$ cat config.mk
export PLATFORM = sky130hd
export DESIGN_NAME = adc_frame_sequencer
export DESIGN_NICKNAME = d
export VERILOG_FILES = /design/src/rtl/adc_pkg.sv /design/src/rtl/adc_rate_div.sv /design/src/rtl/adc_frame_sequencer.sv
export SDC_FILE = /design/constraint.sdc
export NUM_CORES = 1
export LEC_CHECK = 0
export CAP_MARGIN = 20
export CORE_MARGIN = 5
export CORE_UTILIZATION = 53
export DETAILED_ROUTE_END_ITERATION = 10
export PLACE_DENSITY = 0.86
export SYNTH_ARGS = -nofsm -noshare
export SYNTH_HDL_FRONTEND = slang
export SYNTH_HIERARCHICAL = 1
export SYNTH_SLANG_ARGS = --single-unit
export TNS_END_PERCENT = 5
$ cat constraint.sdc
create_clock -name clk_clk -period 5.8 [get_ports clk_clk]
set_input_delay 0.87 -clock clk_clk [delete_from_list [all_inputs] [get_ports clk_clk]]
set_output_delay 0.87 -clock clk_clk [all_outputs]
set_load 0.03 [all_outputs]
$ cat src/rtl/adc_pkg.sv
// Shared types and constants for the ADC frame sequencer: FSM states, default
// sizes, serial-engine control words, sentinel sample and the set-bit search.
package adc_pkg;

   localparam int NUM_CH_DEF = 4;
   localparam int DATA_W_DEF = 11;
   localparam int MASK_MAX   = 32;

   typedef enum logic [1:0] {
      ST_IDLE,
      ST_REQ,
      ST_WAIT,
      ST_PRESENT
   } seq_state_t;

   // Serial engine control words, element k belongs to channel k.
   localparam logic [NUM_CH_DEF-1:0][15:0] CTRL_WORD = {16'h6280, 16'h6080, 16'h6680, 16'h6480};

   localparam logic [DATA_W_DEF-1:0] SAMPLE_MIN = {1'b1, {(DATA_W_DEF-1){1'b0}}};

   // Index of the lowest set bit at or above 'from', or -1 when there is none.
   function automatic int next_set_bit(input logic [MASK_MAX-1:0] mask, input int from);
      int found;
      found = -1;
      for (int i = MASK_MAX - 1; i >= 0; i--) begin
         if (i >= from && mask[i]) found = i;
      end
      return found;
   endfunction

endpackage

$ cat src/rtl/adc_rate_div.sv
// Sample-rate divider: counts 0..RATE_DIV-1 while enabled and flags the last count.
module adc_rate_div #(
   parameter int RATE_DIV = 1250
) (
   input  logic clk_clk,
   input  logic reset_n,
   input  logic en,
   output logic tick
);

   localparam int CNT_W = (RATE_DIV > 1) ? $clog2(RATE_DIV) : 1;

   logic [CNT_W-1:0] div_cnt;

   always_ff @(posedge clk_clk or negedge reset_n) begin
      if (!reset_n) begin
         div_cnt <= '0;
      end else if (!en || tick) begin
         div_cnt <= '0;
      end else begin
         div_cnt <= div_cnt + 1'b1;
      end
   end

   assign tick = (div_cnt == CNT_W'(RATE_DIV - 1));

endmodule

$ cat src/rtl/adc_frame_sequencer.sv
// Walks the ADC engine through every enabled channel on each sample tick and
// presents the collected frame. Define ADC_SEQ_TIMEOUT_EN for the conversion watchdog.
module adc_frame_sequencer
   import adc_pkg::*;
#(
   parameter int NUM_CH   = NUM_CH_DEF,
   parameter int DATA_W   = DATA_W_DEF,
   parameter int RATE_DIV = 1250,
   parameter int TIMEOUT  = 64
) (
   input  logic                       clk_clk,
   input  logic                       reset_n,
   input  logic                       en,
   input  logic [NUM_CH-1:0]          ch_mask,
   input  logic                       clr_flags,
   output logic                       conv_req,
   output logic [$clog2(NUM_CH)-1:0]  conv_ch,
   input  logic                       conv_done,
   input  logic [DATA_W-1:0]          conv_data,
   output logic                       out_valid,
   input  logic                       out_ready,
   output logic [NUM_CH*DATA_W-1:0]   out_data,
   output logic [NUM_CH-1:0]          out_mask,
   output logic                       busy,
   output logic                       overrun,
   output logic                       timeout,
   output logic [15:0]                frame_cnt
);

   localparam int CH_W = $clog2(NUM_CH);
   localparam logic [DATA_W-1:0] SAMPLE_MIN_W = {1'b1, {(DATA_W-1){1'b0}}};

   seq_state_t               state, state_nx;
   logic [CH_W-1:0]          ch, ch_nx;
   logic [NUM_CH-1:0]        mask_q;
   logic [NUM_CH*DATA_W-1:0] slots;
   logic                     tick;
   logic                     load_frame;
   logic                     store_data;
   logic                     store_min;
   logic                     accept;
   logic                     expired;
   int                       nxt;

   adc_rate_div #(
      .RATE_DIV (RATE_DIV)
   ) u_rate_div (
      .clk_clk (clk_clk),
      .reset_n (reset_n),
      .en      (en),
      .tick    (tick)
   );

`ifdef ADC_SEQ_TIMEOUT_EN
   localparam int WAIT_W = $clog2(TIMEOUT + 1);

   logic [WAIT_W-1:0] wait_cnt;

   always_ff @(posedge clk_clk or negedge reset_n) begin
      if (!reset_n) begin
         wait_cnt <= '0;
      end else if (state == ST_WAIT && state_nx == ST_WAIT) begin
         wait_cnt <= wait_cnt + 1'b1;
      end else begin
         wait_cnt <= '0;
      end
   end

   assign expired = (state == ST_WAIT) && (wait_cnt == WAIT_W'(TIMEOUT - 1));

   // A real conversion arriving on the expiry cycle suppresses the flag.
   always_ff @(posedge clk_clk or negedge reset_n) begin
      if (!reset_n) begin
         timeout <= 1'b0;
      end else if (store_min) begin
         timeout <= 1'b1;
      end else if (clr_flags) begin
         timeout <= 1'b0;
      end
   end
`else
   assign expired = 1'b0;
   assign timeout = 1'b0;
`endif

   always_ff @(posedge clk_clk or negedge reset_n) begin
      if (!reset_n) begin
         state <= ST_IDLE;
         ch    <= '0;
      end else begin
         state <= state_nx;
         ch    <= ch_nx;
      end
   end

   always_comb begin
      state_nx   = state;
      ch_nx      = ch;
      load_frame = 1'b0;
      store_data = 1'b0;
      store_min  = 1'b0;
      accept     = 1'b0;
      nxt        = -1;
      case (state)
         ST_IDLE: begin
            if (tick && ch_mask != '0) begin
               nxt        = next_set_bit(MASK_MAX'(ch_mask), 0);
               ch_nx      = CH_W'(nxt);
               load_frame = 1'b1;
               state_nx   = ST_REQ;
            end
         end
         ST_REQ: begin
            state_nx = ST_WAIT;
         end
         ST_WAIT: begin
            if (conv_done || expired) begin
               store_data = conv_done;
               store_min  = !conv_done;
               nxt        = next_set_bit(MASK_MAX'(mask_q), int'(ch) + 1);
               if (nxt >= 0) begin
                  ch_nx    = CH_W'(nxt);
                  state_nx = ST_REQ;
               end else begin
                  state_nx = ST_PRESENT;
               end
            end
         end
         ST_PRESENT: begin
            if (out_ready) begin
               accept   = 1'b1;
               state_nx = ST_IDLE;
            end
         end
         default: begin
            state_nx = ST_IDLE;
         end
      endcase
   end

   // Handshake outputs are flops loaded from the next state so nothing is combinational from inputs.
   always_ff @(posedge clk_clk or negedge reset_n) begin
      if (!reset_n) begin
         mask_q    <= '0;
         slots     <= '0;
         overrun   <= 1'b0;
         frame_cnt <= '0;
         conv_req  <= 1'b0;
         out_valid <= 1'b0;
         busy      <= 1'b0;
      end else begin
         if (load_frame) begin
            mask_q <= ch_mask;
            slots  <= '0;
         end else if (store_data) begin
            slots[int'(ch)*DATA_W +: DATA_W] <= conv_data;
         end else if (store_min) begin
            slots[int'(ch)*DATA_W +: DATA_W] <= SAMPLE_MIN_W;
         end

         if (tick && state != ST_IDLE) begin
            overrun <= 1'b1;
         end else if (clr_flags) begin
            overrun <= 1'b0;
         end

         if (accept) begin
            frame_cnt <= frame_cnt + 16'd1;
         end

         conv_req  <= (state_nx == ST_REQ);
         out_valid <= (state_nx == ST_PRESENT);
         busy      <= (state_nx != ST_IDLE);
      end
   end

   assign conv_ch  = ch;
   assign out_data = slots;
   assign out_mask = mask_q;

endmodule

==> results of run 1 <==
-- power by group --
part / switching [uW] / internal (uW) / total, uW
logic: 671 / 432 / 1100
clock network: 210 / 256 / 466
registers: 129 / 744 / 873
-- sequential cells by signal, indices dropped and copies added (netlist names), 2 cells and up --
signal / cells
out_mask: 4
u_rate_div/div_cnt: 11
frame_cnt: 16
out_data: 44
state: 2
conv_ch: 2
-- per-stage QoR --
step	util (%)	setup slack, ns	hold WS [ns]	instances
6_report	70.2	3.11	0.460	570
5_1_grt	70.2	2.84	0.484	570
4_1_cts	69.7	3.11	0.488	567
3_5_place_dp	66.5	3.04	0.476	551
3_3_place_gp	66.4	3.12	0.468	550
2_1_floorplan	-	3.42	0.456	381
-- final timing paths --
kind                                                  end  cells past startpoint
worst max-delay path               conv_ch[0]$_DFFE_PN0P_                     10
worst min-delay path             out_data[36]$_DFFE_PN0P_                      1
worst max register to register     conv_ch[0]$_DFFE_PN0P_                     10
worst min register to register  frame_cnt[15]$_DFFE_PN0P_                      1
max in group asynchronous             overrun$_DFFE_PN0P_                      2
min in group clk_clk            frame_cnt[15]$_DFFE_PN0P_                      1
-- metal layers --
| metal | GRT usage [%] | part of all wire (%) | vias up |
|---|---|---|---|
| met2 | 33.7 | 47 | 135 |
| met5 | 0 | 0 | - |
| met4 | 9.86 | 2.6 | 0 |
| li1 | - | - | 1484 |
| met3 | 4.62 | 7.3 | 18 |
| met1 | 29.3 | 43 | 1542 |
-- layout by cell type, fill, tap and decap left out, types with 6 or more instances in the layout --
cell type         n
xnor2_1          12
and3_1            8
nand3_1          55
dfrtp_1          83
xor2_1            6
clkbuf_8         10
nand2_1          58
clkdlybuf4s50_1  89
inv_1             7
o21ai_0           7
nor2_1           11
a21oi_1          53
ha_1             10
-- synthesized netlist by cell type (all sizes together) (3+ instances only) --
| master | n | share of area [%] |
|---|---|---|
| buf | 17 | 2.6 |
| o21ai | 8 | 1.0 |
| o31ai | 3 | 0.59 |
| nand4 | 3 | 0.65 |
| a21oi | 54 | 7.2 |
| nand2 | 59 | 6.0 |
| clkbuf | 4 | 0.39 |
| nor3b | 3 | 0.72 |
| nor3 | 5 | 0.92 |
| dfrtp | 83 | 54 |
| mux2 | 5 | 1.5 |
| nand3 | 56 | 7.5 |
| xor2 | 6 | 1.4 |
| nor2 | 12 | 1.4 |
| and3 | 9 | 1.6 |
| ha | 10 | 3.3 |
| or4 | 3 | 0.59 |
| or3 | 3 | 0.49 |
| inv | 8 | 0.85 |
| xnor2 | 12 | 2.8 |
-- cell type report --
type / count / area, um2
sequential: 83 / 2080
inverter: 8 / 32.5
multi-input combinational: 269 / 1600
fill: 535 / 2120
timing repair buffer: 95 / 951
clock inverter: 5 / 83.8
clock buffer: 11 / 141
tap: 99 / 124
-- kinds of logic (layout without fill, tap and decap cells) --
group	Yosys count	after routing
flops	83	83
mux	7	7
simple gates	163	163
buf+inv	29	119
fa+ha+maj	10	10
xor+xnor	18	18
other cells	1	1
compound gates	70	70
==> metrics.txt, run 1 <==
status finished clean; CP Buf/Inv Count 2; post-route clock period utilization 46.4%; Ys Warns 6; Post-CTS Resized 0; Final ANT Viol Nets 0; Post-DP HPWL 6.66 mm; Yosys cell types 47; Vert. Die Dim 94.9 um; # DRC 0; CP Data Required Time 6.07 ns; DRT Wirelength 9.32 mm; Max-Cap Viols 0; Buffers on Ports 90; worst path arrival time 2.96 ns; Vias 3,179; unrepaired setup endpoints after global routing false; Area growth syn-to-layout 31.2%; Ports 92; via density per instance 5.58; Setup TNS 0 ns; crit-path leading delay family simple AND/OR/NAND/NOR gates; Main synth FF type dfrtp_1; Post-layout nets 497; Syn Nets 412; ANT cells 0; RePlAce Congestion 0.855; num rows 31; Setup crit start u_rate_div/div_cnt[1]$_DFF_PN0_; TritonCTS buffer count 9; final hold violations 0; post-CTS setup buffer count 0; Setup Viol. Count Final 0; Core Region 7140 um2; DRT Pass-1 Iters 4; FF+latch count, synth 83; worst slew pin tran 0.672 ns; vias in the first global route 3,077; slowest CP cell or4b_4; total track usage 21.7%; mapped cell area 3820 um2; compound-cell area share of the yosys netlist 10.6%; hold buffers post-CTS 0; XOR/XNOR share of the synthesized area 4.13%; Die ar. 9010 um2; TritonCTS clock tree done; Post-synth EDFFs 0; Synth Area in Adders 3.27%; CTS root buf clkbuf_8; largest family of logic cells by synthesized area simple AND/OR/NAND/NOR gates; Routed wire per std cell 16.4 um; Clock Sinks 83; initial detailed-routing violation count 180; initial antenna violation count 0; R2R setup slack 3.11 ns; Die Width 94.9 um; CP cell instances inv_1, ha_1, or4b_4, nor4_1, o41ai_1, nor3_2, buf_4, a21oi_2, nor2_4, mux2i_1; Fmax 371 MHz; Hold Path Class primary input to async pin; fin. max-slew vios 0; simple-gate share of the synthesized area 21.7%; startpoint class of the critical path register; crit path max fanout 49; clk_lat worst skew 0.35 ns; asr flop ratio synth 100%; launch point of the worst reg-to-reg path u_rate_div/div_cnt[1]$_DFF_PN0_; Static Leakage 0.00214 uW; first-pass GRT wire length 15.2 mm; Power Density 487 nW/um2; largest net degree at the start of global routing 84; Slew headroom 55.1%; Worst setup EP type register; multiplexer area fraction after synthesis 2.00%; IR drop worst, VDD 332 uV; Max clock buf depth 2; Power, Total 2440 uW; skew final 0.0120 ns; Initial Util 53.5%; Gate Count Post-Synth 381; clk slew on worst S/H paths 0.09 ns; CTS H-tree depth 3; final instance area 5010 um2; Setup Crit Path Kind register to register; layout cells sized above 1 8.28%; post-synthesis sequential area ratio 54.4%; syn avg cell area 10.0 um2; Congestion Overflow GR 0; min Tclk post-route 2.69 ns; Max stage delay on crit path 0.48 ns; Cell Area, Placed 4750 um2
Note: power is estimated with default switching activity, not from simulation.
==> run 2, diff against run 1 <==
--- a/config.mk
+++ b/config.mk
@@ -7,9 +7,9 @@
 export LEC_CHECK = 0
 export CAP_MARGIN = 20
 export CORE_MARGIN = 5
-export CORE_UTILIZATION = 53
+export CORE_UTILIZATION = 50
 export DETAILED_ROUTE_END_ITERATION = 10
-export PLACE_DENSITY = 0.86
+export PLACE_DENSITY = 0.81
 export SYNTH_ARGS = -nofsm -noshare
 export SYNTH_HDL_FRONTEND = slang
 export SYNTH_HIERARCHICAL = 1
==> constraint.sdc (replaced) <==
create_clock -name clk_clk -period 2.5 [get_ports clk_clk]
set_input_delay 0.375 -clock clk_clk [delete_from_list [all_inputs] [get_ports clk_clk]]
set_output_delay 0.375 -clock clk_clk [all_outputs]
set_load 0.03 [all_outputs]
==> metrics.txt, run 2 (synthesis results as in run 1) <==
status finished clean; CP Data Required Time 2.77 ns (-3.30 ns); Setup Crit Path Kind register to register; IR drop worst, VDD 764 uV (+130%); clk_lat worst skew 0.35 ns (about the same); vias in the first global route 3,191 (+3.7%); most frequent cells in the layout clkdlybuf4s50_1 (89), dfrtp_1 (83), nand2_1 (58); TritonCTS clock tree done; Cell Int Power 3330 uW (+130%); Switching Fraction 40.9% (-0.44 points); startpoint class of the critical path register; Max clock buf depth 2 (unchanged); num rows 31 (unchanged); Slew headroom 57.5% (+2.5 points); Finished Core Util 68.8% (-1.4 points); first-pass GRT wire length 15.6 mm (+2.4%); Clock Sinks 83 (unchanged); fin. max-slew vios 0 (unchanged); Core Region 7330 um2 (+2.7%); Vert. Die Dim 97.4 um (+2.6%); # DRC 0 (unchanged); RePlAce Congestion 0.867 (+1.5%); Initial Util 52.1% (-1.4 points); post-CTS setup buffer count 0 (unchanged); Hold Path Class primary input to async pin; clock power share 18.5% (-0.6 points); Buffers on Ports 90 (unchanged); DRT Wirelength 9.15 mm (-1.8%); Post-layout nets 500 (+0.60%); Die Width 97.4 um (+2.6%); total track usage 19.9% (-1.8 points); Comb power frac 45.6% (+0.4 points); layout cells sized above 1 8.67% (+0.39 points); ANT cells 0 (unchanged); crit path max fanout 6 (-88%); initial antenna violation count 0 (unchanged); Routed wire per std cell 16.0 um (-2.2%); CTS root buf clkbuf_8; Flop pwr share 36.0% (+0.3 points); Max-Cap Viols 0 (unchanged); dpl cells 555 (+0.73%); skew final 0.0113 ns (-0.000708 ns); Fmax 436 MHz (+17%); Vias 3,107 (-2.3%); largest net degree at the start of global routing 84 (unchanged); Setup TNS 0 ns (unchanged); DRT Pass-1 Iters 4 (unchanged); unrepaired setup endpoints after global routing false; worst path arrival time 2.56 ns (-0.40 ns); Psw 2310 uW (+130%); Setup Viol. Count Final 0 (unchanged); via density per instance 5.43 (-2.6%); worst slew pin tran 0.635 ns (-0.0369 ns); initial detailed-routing violation count 142 (-21%); final std cells w/o fill 572 (+0.35%); min Tclk post-route 2.29 ns (-0.401 ns); final hold violations 0 (unchanged); Worst setup EP type register; post-route clock period utilization 91.7% (+45 points); Power Density 1120 nW/um2 (+130%); Post-DP HPWL 6.43 mm (-3.4%); Cell Area, Placed 4790 um2 (+0.95%); Congestion Overflow GR 0 (unchanged); Largest register FFs 44 (unchanged); Static Leakage 0.00216 uW (+0.95%); commonest non-fill, non-tap cell in the layout clkdlybuf4s50_1; Die ar. 9490 um2 (+5.4%); CTS H-tree depth 3 (unchanged); hold_ws 0.405 ns (-0.0550 ns); Area growth syn-to-layout 32.0%; TritonCTS buffer count 9 (unchanged); Ports 92 (unchanged); clk slew on worst S/H paths 0.08 ns (about the same); final instance area 5040 um2 (+0.65%); Final ANT Viol Nets 0 (unchanged)
[run 2: metal layers]
layer,routed length [um],share of wire [%],global-route usage [%]
met1,4060,44,26.9
met2,4310,47,30.9
met3,619,6.8,5.53
met4,160,1.7,6.71
met5,0,0,0
[run 2: worst paths after layout]
kind	slack (ns)	from	to	cells after the start
max in group asynchronous	1.51	reset_n	out_mask[0]$_DFFE_PN0P_	3
worst max-delay path	0.21	u_rate_div/div_cnt[1]$_DFF_PN0_	conv_ch[0]$_DFFE_PN0P_	10
worst min register to register	0.48	frame_cnt[15]$_DFFE_PN0P_	frame_cnt[15]$_DFFE_PN0P_	1
worst max register to register	0.21	u_rate_div/div_cnt[1]$_DFF_PN0_	conv_ch[0]$_DFFE_PN0P_	10
worst min-delay path	0.41	reset_n	out_data[4]$_DFFE_PN0P_	2
min in group clk_clk	0.48	frame_cnt[15]$_DFFE_PN0P_	frame_cnt[15]$_DFFE_PN0P_	1
[run 2: critical path, cell delays in order, from the launching register on]
cell     delay [ns]
dfrtp_1        0.40
inv_1          0.06
ha_1           0.12
or4b_4         0.47
nor4_1         0.29
o41ai_1        0.16
nor3_2         0.12
buf_4          0.18
a21oi_2        0.07
nor2_4         0.14
mux2i_1        0.20
[run 2: area by class of cell]
class                   count  area (um2)
fillers                   538        2290
flip-flops and latches     83        2080
multi-input cells         269        1600
repair buffers             98         993
clock buffers              10         138
well taps                  99         124
clock inverters             5        77.6
inverters                   8        32.5
[run 2: power by group through the flow]
stage	Combinational (uW)	Sequential [uW]	Clock, uW
after floorplan	818	2720	0
after global placement	2530	2030	0
after detailed placement	2560	2050	0
after CTS	2580	2020	1060
after global routing	2770	2080	1130
final	2570	2030	1040
[run 2: per-stage QoR]
step / total power (uW) / setup slack [ns]
after floorplan: 3540 / 0.117
after global placement: 4560 / 0.339
after detailed placement: 4610 / 0.247
after CTS: 5660 / 0.214
after global routing: 5980 / 0.0280
final: 5640 / 0.209
[run 2: what timing repair did]
item / 4_1_cts / 5_1_grt
gates resized for setup: 0 / 0
hold buffers: 0 / 1
endpoints found under the hold margin: 0 / 12
